<file path="config.mk">
export PLATFORM = sky130hd
export DESIGN_NAME = canon_sequencer
export DESIGN_NICKNAME = d
export VERILOG_FILES = /design/src/rtl/canon_pkg.sv /design/src/rtl/canon_beat_timer.sv /design/src/rtl/canon_sequencer.sv
export SDC_FILE = /design/constraint.sdc
export NUM_CORES = 1
export LEC_CHECK = 0
export CORE_ASPECT_RATIO = 0.5
export CORE_MARGIN = 8
export CORE_UTILIZATION = 46
export DETAILED_ROUTE_END_ITERATION = 12
export GPL_ROUTABILITY_DRIVEN = 0
export GPL_TIMING_DRIVEN = 0
export PLACE_DENSITY_LB_ADDON = 0.1
export SYNTH_ARGS = -nofsm -noshare
export SYNTH_HDL_FRONTEND = slang
export SYNTH_SLANG_ARGS = --single-unit
</file>
<file path="constraint.sdc">
create_clock -name clk -period 6.7 [get_ports clk]
set_clock_uncertainty 0.15 [all_clocks]
set_input_delay 0.67 -clock clk [delete_from_list [all_inputs] [get_ports clk]]
set_output_delay 0.67 -clock clk [all_outputs]
set_load 0.05 [all_outputs]
</file>
<file path="src/rtl/canon_pkg.sv">
`default_nettype none
// ============================================================================
//  Module   : canon_pkg
//  Purpose  : Shared types and tables for the canon sequencer: FSM state
//             encoding, melody ROM (6-bit notes, 0 = rest) and the pitch
//             LUT mapping a note number to a 12-bit player divider.
//  Revision : 1.0 - initial release
// ============================================================================
package canon_pkg;

  localparam int MELODY_MAX = 64;
  localparam logic [5:0] NOTE_REST = 6'd0;

  typedef enum logic [1:0] {
    ST_IDLE   = 2'd0,
    ST_UPDATE = 2'd1,
    ST_WAIT   = 2'd2
  } state_t;

  // Note 34 is A4; 25 = C4. Rests are placed early so short songs exercise them.
  localparam logic [5:0] MELODY [MELODY_MAX] = '{
    6'd25, 6'd29, 6'd0,  6'd32, 6'd25, 6'd27, 6'd29, 6'd25,
    6'd25, 6'd27, 6'd29, 6'd25, 6'd29, 6'd30, 6'd32, 6'd0,
    6'd29, 6'd30, 6'd32, 6'd0,  6'd32, 6'd34, 6'd32, 6'd30,
    6'd29, 6'd25, 6'd32, 6'd34, 6'd32, 6'd30, 6'd29, 6'd25,
    6'd25, 6'd20, 6'd25, 6'd0,  6'd25, 6'd20, 6'd25, 6'd0,
    6'd37, 6'd36, 6'd34, 6'd32, 6'd30, 6'd29, 6'd27, 6'd25,
    6'd27, 6'd29, 6'd30, 6'd32, 6'd34, 6'd36, 6'd37, 6'd0,
    6'd37, 6'd32, 6'd29, 6'd25, 6'd20, 6'd25, 6'd0,  6'd0
  };

  // round(50e6 / (256 * 440 * 2^((n-34)/12))) - 1; entry 0 is never used.
  localparam logic [11:0] PITCH [MELODY_MAX] = '{
    12'd0,    12'd2985, 12'd2818, 12'd2659, 12'd2510, 12'd2369, 12'd2236, 12'd2111,
    12'd1992, 12'd1880, 12'd1775, 12'd1675, 12'd1581, 12'd1492, 12'd1408, 12'd1329,
    12'd1255, 12'd1184, 12'd1118, 12'd1055, 12'd996,  12'd940,  12'd887,  12'd837,
    12'd790,  12'd746,  12'd704,  12'd664,  12'd627,  12'd592,  12'd558,  12'd527,
    12'd497,  12'd469,  12'd443,  12'd418,  12'd394,  12'd372,  12'd351,  12'd332,
    12'd313,  12'd295,  12'd279,  12'd263,  12'd248,  12'd234,  12'd221,  12'd208,
    12'd197,  12'd186,  12'd175,  12'd165,  12'd156,  12'd147,  12'd139,  12'd131,
    12'd124,  12'd117,  12'd110,  12'd104,  12'd98,   12'd92,   12'd87,   12'd82
  };

  function automatic logic [5:0] melody_rom(input logic [5:0] idx);
    return MELODY[idx];
  endfunction

  function automatic logic [11:0] pitch_lut(input logic [5:0] note);
    return PITCH[note];
  endfunction

endpackage
`default_nettype wire

</file>
<file path="src/rtl/canon_beat_timer.sv">
`default_nettype none
// ============================================================================
//  Module   : canon_beat_timer
//  Purpose  : Beat down-counter with self-reload on zero, plus a registered
//             one-cycle beat pulse requested by the sequencer FSM.
//  Revision : 1.0 - initial release
// ============================================================================
module canon_beat_timer #(
  parameter int BEAT_DIV = 6250000
) (
  input  logic clk,
  input  logic rst,
  input  logic load,    // preload BEAT_DIV-1 (playback start)
  input  logic clear,   // force counter to 0 (stop)
  input  logic run,     // count down, reload when reaching 0
  input  logic fire,    // emit a beat pulse next cycle
  output logic zero,
  output logic beat
);

  localparam int CW = (BEAT_DIV > 1) ? $clog2(BEAT_DIV) : 1;
  localparam logic [CW-1:0] RELOAD = CW'(BEAT_DIV - 1);

  logic [CW-1:0] count;

  // Counter priority: clear over load over free-running decrement.
  always_ff @(posedge clk or posedge rst) begin
    if (rst) begin
      count <= '0;
      beat  <= 1'b0;
    end else begin
      beat <= fire;
      if (clear)
        count <= '0;
      else if (load)
        count <= RELOAD;
      else if (run)
        count <= (count == '0) ? RELOAD : count - CW'(1);
    end
  end

  assign zero = (count == '0);

endmodule
`default_nettype wire

</file>
<file path="src/rtl/canon_sequencer.sv">
`default_nettype none
// ============================================================================
//  Module   : canon_sequencer
//  Purpose  : Four-voice round sequencer. Each beat, one melody/pitch lookup
//             is time-multiplexed across the voices (one voice per cycle);
//             voice v plays the melody delayed by v*OFFSET_BEATS beats.
//  Revision : 1.0 - initial release
// ============================================================================
module canon_sequencer
  import canon_pkg::*;
#(
  parameter int BEAT_DIV     = 6250000,
  parameter int SONG_LEN     = 64,
  parameter int OFFSET_BEATS = 8
) (
  input  logic        clk,
  input  logic        rst,
  input  logic        start,
  input  logic        stop,
  input  logic        loop_en,
  output logic [11:0] divider1,
  output logic [11:0] divider2,
  output logic [11:0] divider3,
  output logic [11:0] divider4,
  output logic [3:0]  gate,
  output logic        playing,
  output logic        beat
);

  localparam logic [7:0] END_G = 8'(SONG_LEN + 3 * OFFSET_BEATS);
  localparam logic [9:0] LEN_W = 10'(SONG_LEN);
  localparam logic [9:0] OFF_W = 10'(OFFSET_BEATS);

  state_t      state, state_nxt;
  logic [7:0]  g, g_nxt;
  logic [1:0]  vidx, vidx_nxt;
  logic        play_nxt;
  logic        t_load, t_clear, t_run, t_fire, t_zero;
  logic        voice_upd, clr_gate;
  logic [9:0]  s_off, rel;
  logic        voice_live;
  logic [5:0]  note;
  logic [11:0] div_q [4];

  canon_beat_timer #(.BEAT_DIV(BEAT_DIV)) u_timer (
    .clk   (clk),
    .rst   (rst),
    .load  (t_load),
    .clear (t_clear),
    .run   (t_run),
    .fire  (t_fire),
    .zero  (t_zero),
    .beat  (beat)
  );

  // Melody position of the voice currently being serviced.
  always_comb begin
    s_off      = 10'(vidx) * OFF_W;
    rel        = {2'b00, g} - s_off;
    voice_live = ({2'b00, g} >= s_off) && (rel < LEN_W);
    note       = melody_rom(rel[5:0]);
  end

  // Next-state logic and control strobes; stop overrides everything outside IDLE.
  always_comb begin
    state_nxt = state;
    g_nxt     = g;
    vidx_nxt  = vidx;
    play_nxt  = playing;
    t_load    = 1'b0;
    t_clear   = 1'b0;
    t_run     = 1'b0;
    t_fire    = 1'b0;
    voice_upd = 1'b0;
    clr_gate  = 1'b0;
    case (state)
      ST_IDLE: begin
        if (start && !stop) begin
          state_nxt = ST_UPDATE;
          g_nxt     = 8'd0;
          vidx_nxt  = 2'd0;
          play_nxt  = 1'b1;
          t_load    = 1'b1;
          t_fire    = 1'b1;
        end
      end
      ST_UPDATE: begin
        t_run     = 1'b1;
        voice_upd = 1'b1;
        vidx_nxt  = vidx + 2'd1;
        if (vidx == 2'd3)
          state_nxt = ST_WAIT;
      end
      ST_WAIT: begin
        t_run = 1'b1;
        if (t_zero) begin
          vidx_nxt = 2'd0;
          if ((g + 8'd1) == END_G && !loop_en) begin
            state_nxt = ST_IDLE;
            g_nxt     = g + 8'd1;
            play_nxt  = 1'b0;
            clr_gate  = 1'b1;
          end else begin
            state_nxt = ST_UPDATE;
            g_nxt     = ((g + 8'd1) == END_G) ? 8'd0 : g + 8'd1;
            t_fire    = 1'b1;
          end
        end
      end
      default: state_nxt = ST_IDLE;
    endcase
    if (stop && state != ST_IDLE) begin
      state_nxt = ST_IDLE;
      g_nxt     = 8'd0;
      vidx_nxt  = 2'd0;
      play_nxt  = 1'b0;
      t_clear   = 1'b1;
      t_run     = 1'b0;
      t_fire    = 1'b0;
      voice_upd = 1'b0;
      clr_gate  = 1'b1;
    end
  end

  // FSM and sequencing registers.
  always_ff @(posedge clk or posedge rst) begin
    if (rst) begin
      state   <= ST_IDLE;
      g       <= 8'd0;
      vidx    <= 2'd0;
      playing <= 1'b0;
    end else begin
      state   <= state_nxt;
      g       <= g_nxt;
      vidx    <= vidx_nxt;
      playing <= play_nxt;
    end
  end

  // Per-voice output registers; rests and inactive voices keep their divider.
  always_ff @(posedge clk or posedge rst) begin
    if (rst) begin
      gate <= 4'b0000;
      for (int i = 0; i < 4; i++) div_q[i] <= 12'd0;
    end else if (clr_gate) begin
      gate <= 4'b0000;
    end else if (voice_upd) begin
      if (voice_live && note != NOTE_REST) begin
        div_q[vidx] <= pitch_lut(note);
        gate[vidx]  <= 1'b1;
      end else begin
        gate[vidx]  <= 1'b0;
      end
    end
  end

  assign divider1 = div_q[0];
  assign divider2 = div_q[1];
  assign divider3 = div_q[2];
  assign divider4 = div_q[3];

endmodule
`default_nettype wire

</file>
# [Word-level counts from Yosys, hierarchy flattened]
# Memory sizes are Yosys's and may differ from the RTL's.
# Index checks and enable logic that the tools add are counted.
[totals] rom_bits=1152 ff_bits=89 in_bits=5 word_cells=115 out_inout_bits=54 memories=2
[classes] reduce_logical=23 n_eq_ne=8 bitwise=7 mux=52 addsub=4 n_lt_le_gt_ge=8
[mem_list] memory="(no name shown)" depth=64 word_bits=12 rd=1 rd_clocked_by_memory_dff=0 wr=0 line="canon_pkg.sv:49" source="return PITCH[note];"
[mem_list] memory="(no name shown)" depth=64 word_bits=6 rd=1 rd_clocked_by_memory_dff=0 wr=0 line="canon_pkg.sv:45" source="return MELODY[idx];"
[op_table] operator="23-bit two-way mux" count=4
[op_table] operator="48-bit bitwise mux" count=1
[op_table] operator="8-bit two-way mux" count=5
[op_table] operator="12-bit two-way mux" count=3
[op_table] operator="12-bit demux with 2-bit select" count=1
[op_table] operator="23-bit zero test" count=1
[op_table] operator="23-bit by 1-bit subtractor with 23-bit output, second input constant" count=1
[op_table] operator="1-bit two-way mux" count=20
[op_table] operator="8-bit one-hot mux with 2 select lines" count=1
[op_table] operator="7-bit greater-or-equal comparator, second input constant" count=2
[op_table] operator="2-bit two-way mux" count=7
[op_table] operator="6-bit inverter with 7-bit output" count=2
[op_table] operator="4-bit two-way mux" count=3
[op_table] operator="6-bit two-way mux" count=2
[op_table] operator="3-bit inequality test, second input constant" count=4
[op_table] operator="2-bit one-hot mux with 3 select lines" count=2
[op_table] operator="3-bit AND reduction" count=4
[op_table] operator="10-bit by 7-bit < comparator with 1-bit output, second input constant" count=1
[op_table] operator="8-bit by 5-bit subtractor with 9-bit output" count=1
[op_table] operator="8-bit by 1-bit adder with 8-bit output, second input constant" count=1
[op_table] operator="8-bit by 7-bit equality test with 1-bit output, second input constant" count=1
[op_table] operator="8-bit by 5-bit greater-or-equal comparator with 1-bit output" count=1
[op_table] operator="1-bit logical AND" count=7
[op_table] operator="3-bit nonzero test" count=2
[op_table] operator="21 further kinds" count=25

# [Logic depth before layout (Yosys ltp)]
[depth] ltp_word=10 ltp_mapped=19 ltp_nobuf=16

# [Cells and area by module]
# From an unflattened synthesis, not the netlist that was laid out.
[unflattened] cells_unflattened=708 hier_area_um2=6426.2
[by_module_without_submodules] module="canon_sequencer" area_per_inst_um2=4889.7 instances=1 cells_per_inst=538 seq_area_each_um2=1626.6
[by_module_without_submodules] module="canon_beat_timer" area_per_inst_um2=1536.5 instances=1 cells_per_inst=170 seq_area_each_um2=600.6

# [Worst setup path before layout]
# Ideal clock, no wire load.
[synth_timing] kind="register to register" from="register g[3]" to="register div_q (netlist bit divider1[6])" required_ps=6483 setup_ps=67 path_stages_with_launch=19 synth_period_minus_slack_ps=3969 n_path_buf=2 arrival_ps=3753 setup_slack_ps=2731 path_cell_list="dfrtp_1 -> inv_1 -> ha_1 -> inv_1 -> fa_1 -> buf_6 -> or2_2 -> nor3b_1 -> a211oi_1 -> o21ai_2 -> inv_2 -> ha_1 -> clkbuf_1 -> nor4_1 -> a21boi_0 -> a31o_2 -> a211oi_1 -> o22ai_1 -> mux2_2"
[synth_between] elab_chain_cells=10 elab_cells_between_ends=24 cone_classes="add/sub (2); order compare (2); eq/ne (1); mux (9); bitwise (3); reduce/logical (5); memory (2)"
[synth_rtl] element="start: declaration" line="canon_sequencer.sv:35" source="logic [7:0] g, g_nxt;"
[synth_rtl] element="start signal: assignment" line="canon_sequencer.sv:134" source="g <= g_nxt;"
[synth_rtl] element="8-bit by 5-bit subtractor with 9-bit output" line="canon_sequencer.sv:59" source="rel = {2'b00, g} - s_off;"
[synth_rtl] element="6-bit inverter with 7-bit output (implied by the code)" line="canon_pkg.sv:45"
[synth_rtl] element="memory read 64 x 6 bit"
[synth_rtl] element="6-bit two-way mux (implied by the code) (2 in a row)" line="canon_pkg.sv:45"
[synth_rtl] element="6-bit inverter with 7-bit output (implied by the code)" line="canon_pkg.sv:49"
[synth_rtl] element="memory read 64 x 12 bit"
[synth_rtl] element="12-bit two-way mux (implied by the code) (2 in a row)" line="canon_pkg.sv:49"
[synth_rtl] element="48-bit bitwise mux" line="canon_sequencer.sv:149" source="div_q[vidx] <= pitch_lut(note);"
[synth_rtl] element="end signal: indexed assignment" line="canon_sequencer.sv:149"
[synth_rtl] element="end: declaration" line="canon_sequencer.sv:43" source="logic [11:0] div_q [4];"
# Several ways; a longest one is shown, not always the timed one. The select of a mux whose other input is x is not followed.
# A chain may end at the register's enable or synchronous reset.

# [Worst setup path in the final report]
[layout_timing] from="register g[3]" to="register div_q (netlist bit divider2[5])"
# Same word-level chain as after synthesis.

==> impl_summary.log <==
[metrics] outcome: finished clean
[metrics] Final min period: 4920 ps
[metrics] maximum cell stage delay along the critical path: 600 ps
[metrics] Synth Net Count: 690
[metrics] Global Route met3 Usage: 5.08%
[metrics] Required @ worst endpoint: 6770 ps
[metrics] number of synthesized flops with an enable pin: 0
[metrics] ANT nets after route: 0
[metrics] worst setup slack before clock tree synthesis: 1860 ps
[metrics] Seq/Total Area, Yosys: 36.5%
[metrics] worst rel slew slack: 34.3%
[metrics] Yosys reg bits: 89
[metrics] die area: 0.0174 mm^2
[metrics] synthesized area per cell: 9.32 um^2
[metrics] synthesized instance count: 655
[metrics] final setup slack of the worst path: 1780 ps
[metrics] CP max-delay cell: xnor2_1
[metrics] average detailed-routed wire length per instance: 18.5 um
[metrics] arrival time at the worst endpoint: 4980 ps
[metrics] transition time of the tightest slew-check pin: 961 ps
[metrics] total overflow reported by the global router: 0
[metrics] cell repeated most along the worst path: inv_1
[metrics] antenna violations before repair: 0
[metrics] cell-by-cell trace of the critical path: inv_1 > ha_1 > inv_1 > fa_1 > xnor2_1 > o31a_1 > o211ai_1 > o21ai_2 > inv_1 > ha_1 > nand3_1 > nor3_1 > nor3_2 > and2_4 > buf_4 > mux2_2
[metrics] TritonCTS clock tree: done
[metrics] accumulated negative setup slack: 0 ps
[metrics] die span in y: 97.5 um
[metrics] launching element type of the critical path: flop
[metrics] async set or reset register ratio after synthesis: 100%
[metrics] Final HPWL DP: 12,100 um
[metrics] Port Buf Inserts: 58
[metrics] final count of negative-setup-slack endpoints: 0
[metrics] RSZ-0062 raised after global routing: false
[metrics] max-slew violations: 0
[metrics] leading cell types in the layout, fill and taps excluded: dfrtp_1, clkdlybuf4s50_1, nand2_1
[metrics] Synth Cell Area: 0.00611 mm^2
[metrics] share of layout cells above drive strength 1: 15.9%
[metrics] die width: 179 um
[metrics] met1 GRT Util: 25.5%
[metrics] global-route layer with the greatest usage: met2
[metrics] maximum clock frequency: 203 MHz
[metrics] Bufs on Longest Clock Path: 2
[metrics] number of DRC violations after detailed-routing iteration 0: 471
[metrics] fill count: 1,123
[metrics] via count of the first global-routing pass: 5,341
[metrics] critical path capture point type: flop
[metrics] number of buffers created by CTS: 9
[metrics] DRC Markers: 0
[metrics] H-tree depth: 3
[metrics] antenna diode count: 0
[metrics] via count: 5,452
[metrics] post-CTS setup buffers: 0
[metrics] largest net degree at the start of global routing: 62
[metrics] clock-pin slew of the registers on the worst-case setup and hold paths: 70 ps
[metrics] latest clock arrival within the worst-skew pair: 340 ps
[metrics] Distinct cells, synth: 72
[metrics] Initial Util: 47.7%
[metrics] final count of hold timing violations: 0
[metrics] GRT Resource Usage Total: 19.6%
[metrics] final layout net count: 760
[metrics] Max Cap Viol: 0
[metrics] detailed-routing iteration count for the pre-antenna-repair pass: 6
[metrics] Cell Rows: 29
[metrics] CORE AREA: 0.0128 mm^2
[metrics] synthesis-to-finish area growth: 19.2%
[metrics] met2 Usage GRT: 31.8%
[metrics] number of placed I/O pins: 59
[metrics] final core area utilization: 56.8%
[metrics] warning count from the yosys run: 0
[metrics] total wire length: 16,700 um
[metrics] # hold bufs at CTS: 0
[metrics] biggest fanout along the worst timing path: 11
[metrics] Primary FF master, synth: dfrtp_1
[metrics] clock root buffer: clkbuf_16
[metrics] Setup Crit Path Kind: reg -> reg
[metrics] portion of the clock cycle consumed by the worst path in the final layout: 73.4%
[metrics] # clock sinks: 89
[metrics] most frequent standard cell in the layout excluding fill and tap cells: dfrtp_1
[metrics] Resized cells post-CTS: 0
[metrics] wire length of the first global-routing pass: 28,000 um
[metrics] routed via count divided by cell count: 6.06
[metrics] worst hold path class: reg -> reg
[critical path: cells and delay by family, from the launching register on]
family	cells	cell delay, ps
DFF	1	440
adders and majority gates	3	960
xor gates and xnor gates	1	600
AOI/OAI and AO/OA	3	840
and+or+nand+nor	4	770
buffers and inverters	4	640
muxes	1	360
[cell usage after synthesis, types with 11 or more instances]
cell type	number	area, um^2
a211oi_1	12	90.1
a21oi_1	51	255
buf_2	13	65.1
clkbuf_1	13	48.8
dfrtp_1	89	2230
ha_1	29	363
inv_1	28	105
mux2_2	49	552
nand2_1	54	203
nand3_1	15	75.1
nor2_1	47	176
nor3_1	11	55.1
o21ai_0	41	205
o31ai_1	11	82.6
[sequential cells by signal, indices dropped and copies added, names as in the netlist]
| register | count |
|---|---|
| u_timer.beat | 1 |
| divider2 | 12 |
| g | 8 |
| state | 2 |
| playing | 1 |
| divider1 | 12 |
| divider3 | 12 |
| vidx | 2 |
| divider4 | 12 |
| gate | 4 |
| u_timer.count | 23 |
[logic make-up after synthesis]
family          count (synthesis)  share of synthesized area [%]
simple gates                  194                           16.2
flops                          89                           36.5
mux                            62                           11.9
xor+xnor                        9                           1.29
buf+inv                        67                           5.39
compound gates                204                           22.5
fa+ha+maj                      30                           6.27
[final cells by class]
cell class | count | area [um^2] | share of cell area [%]
timing repair buffer | 59 | 608 | 8.35
multi-input combinational | 499 | 3550 | 48.8
buffer | 38 | 220 | 3.03
sequential | 89 | 2230 | 30.6
inverter | 29 | 111 | 1.53
tap | 170 | 213 | 2.92
clock inverter | 7 | 124 | 1.70
clock buffer | 9 | 225 | 3.09
[per-layer routing]
layer	routed length (um)	vias to the layer above
met5	0	-
met4	206	0
met3	1340	20
met2	7730	240
met1	7410	2607
li1	-	2585
[metrics by stage]
| stage | cells | area (um^2) | hold slack, ps |
|---|---|---|---|
| 2_1_floorplan | 655 | 6110 | 310 |
| 3_3_place_gp | 883 | 6900 | 310 |
| 3_5_place_dp | 884 | 6930 | 318 |
| 4_1_cts | 900 | 7280 | 341 |
| 5_1_grt | 900 | 7280 | 368 |
| 6_report | 900 | 7280 | 339 |
[final timing paths]
kind	end	start	slack (ps)	cells past startpoint
setup / recovery	divider2[5]	g[3]	1780	16
hold / removal	gate[1]	gate[1]	340	1
setup reg to reg	divider2[5]	g[3]	1780	16
hold reg to reg	gate[1]	gate[1]	340	1
max in group asynchronous	divider4[1]	rst	5240	3
min in group asynchronous	u_timer.count[19]	rst	510	2
Power is left out: the tool's default activity adds up to more than one toggle a clock period on the data nets, which glitch-free logic cannot reach.
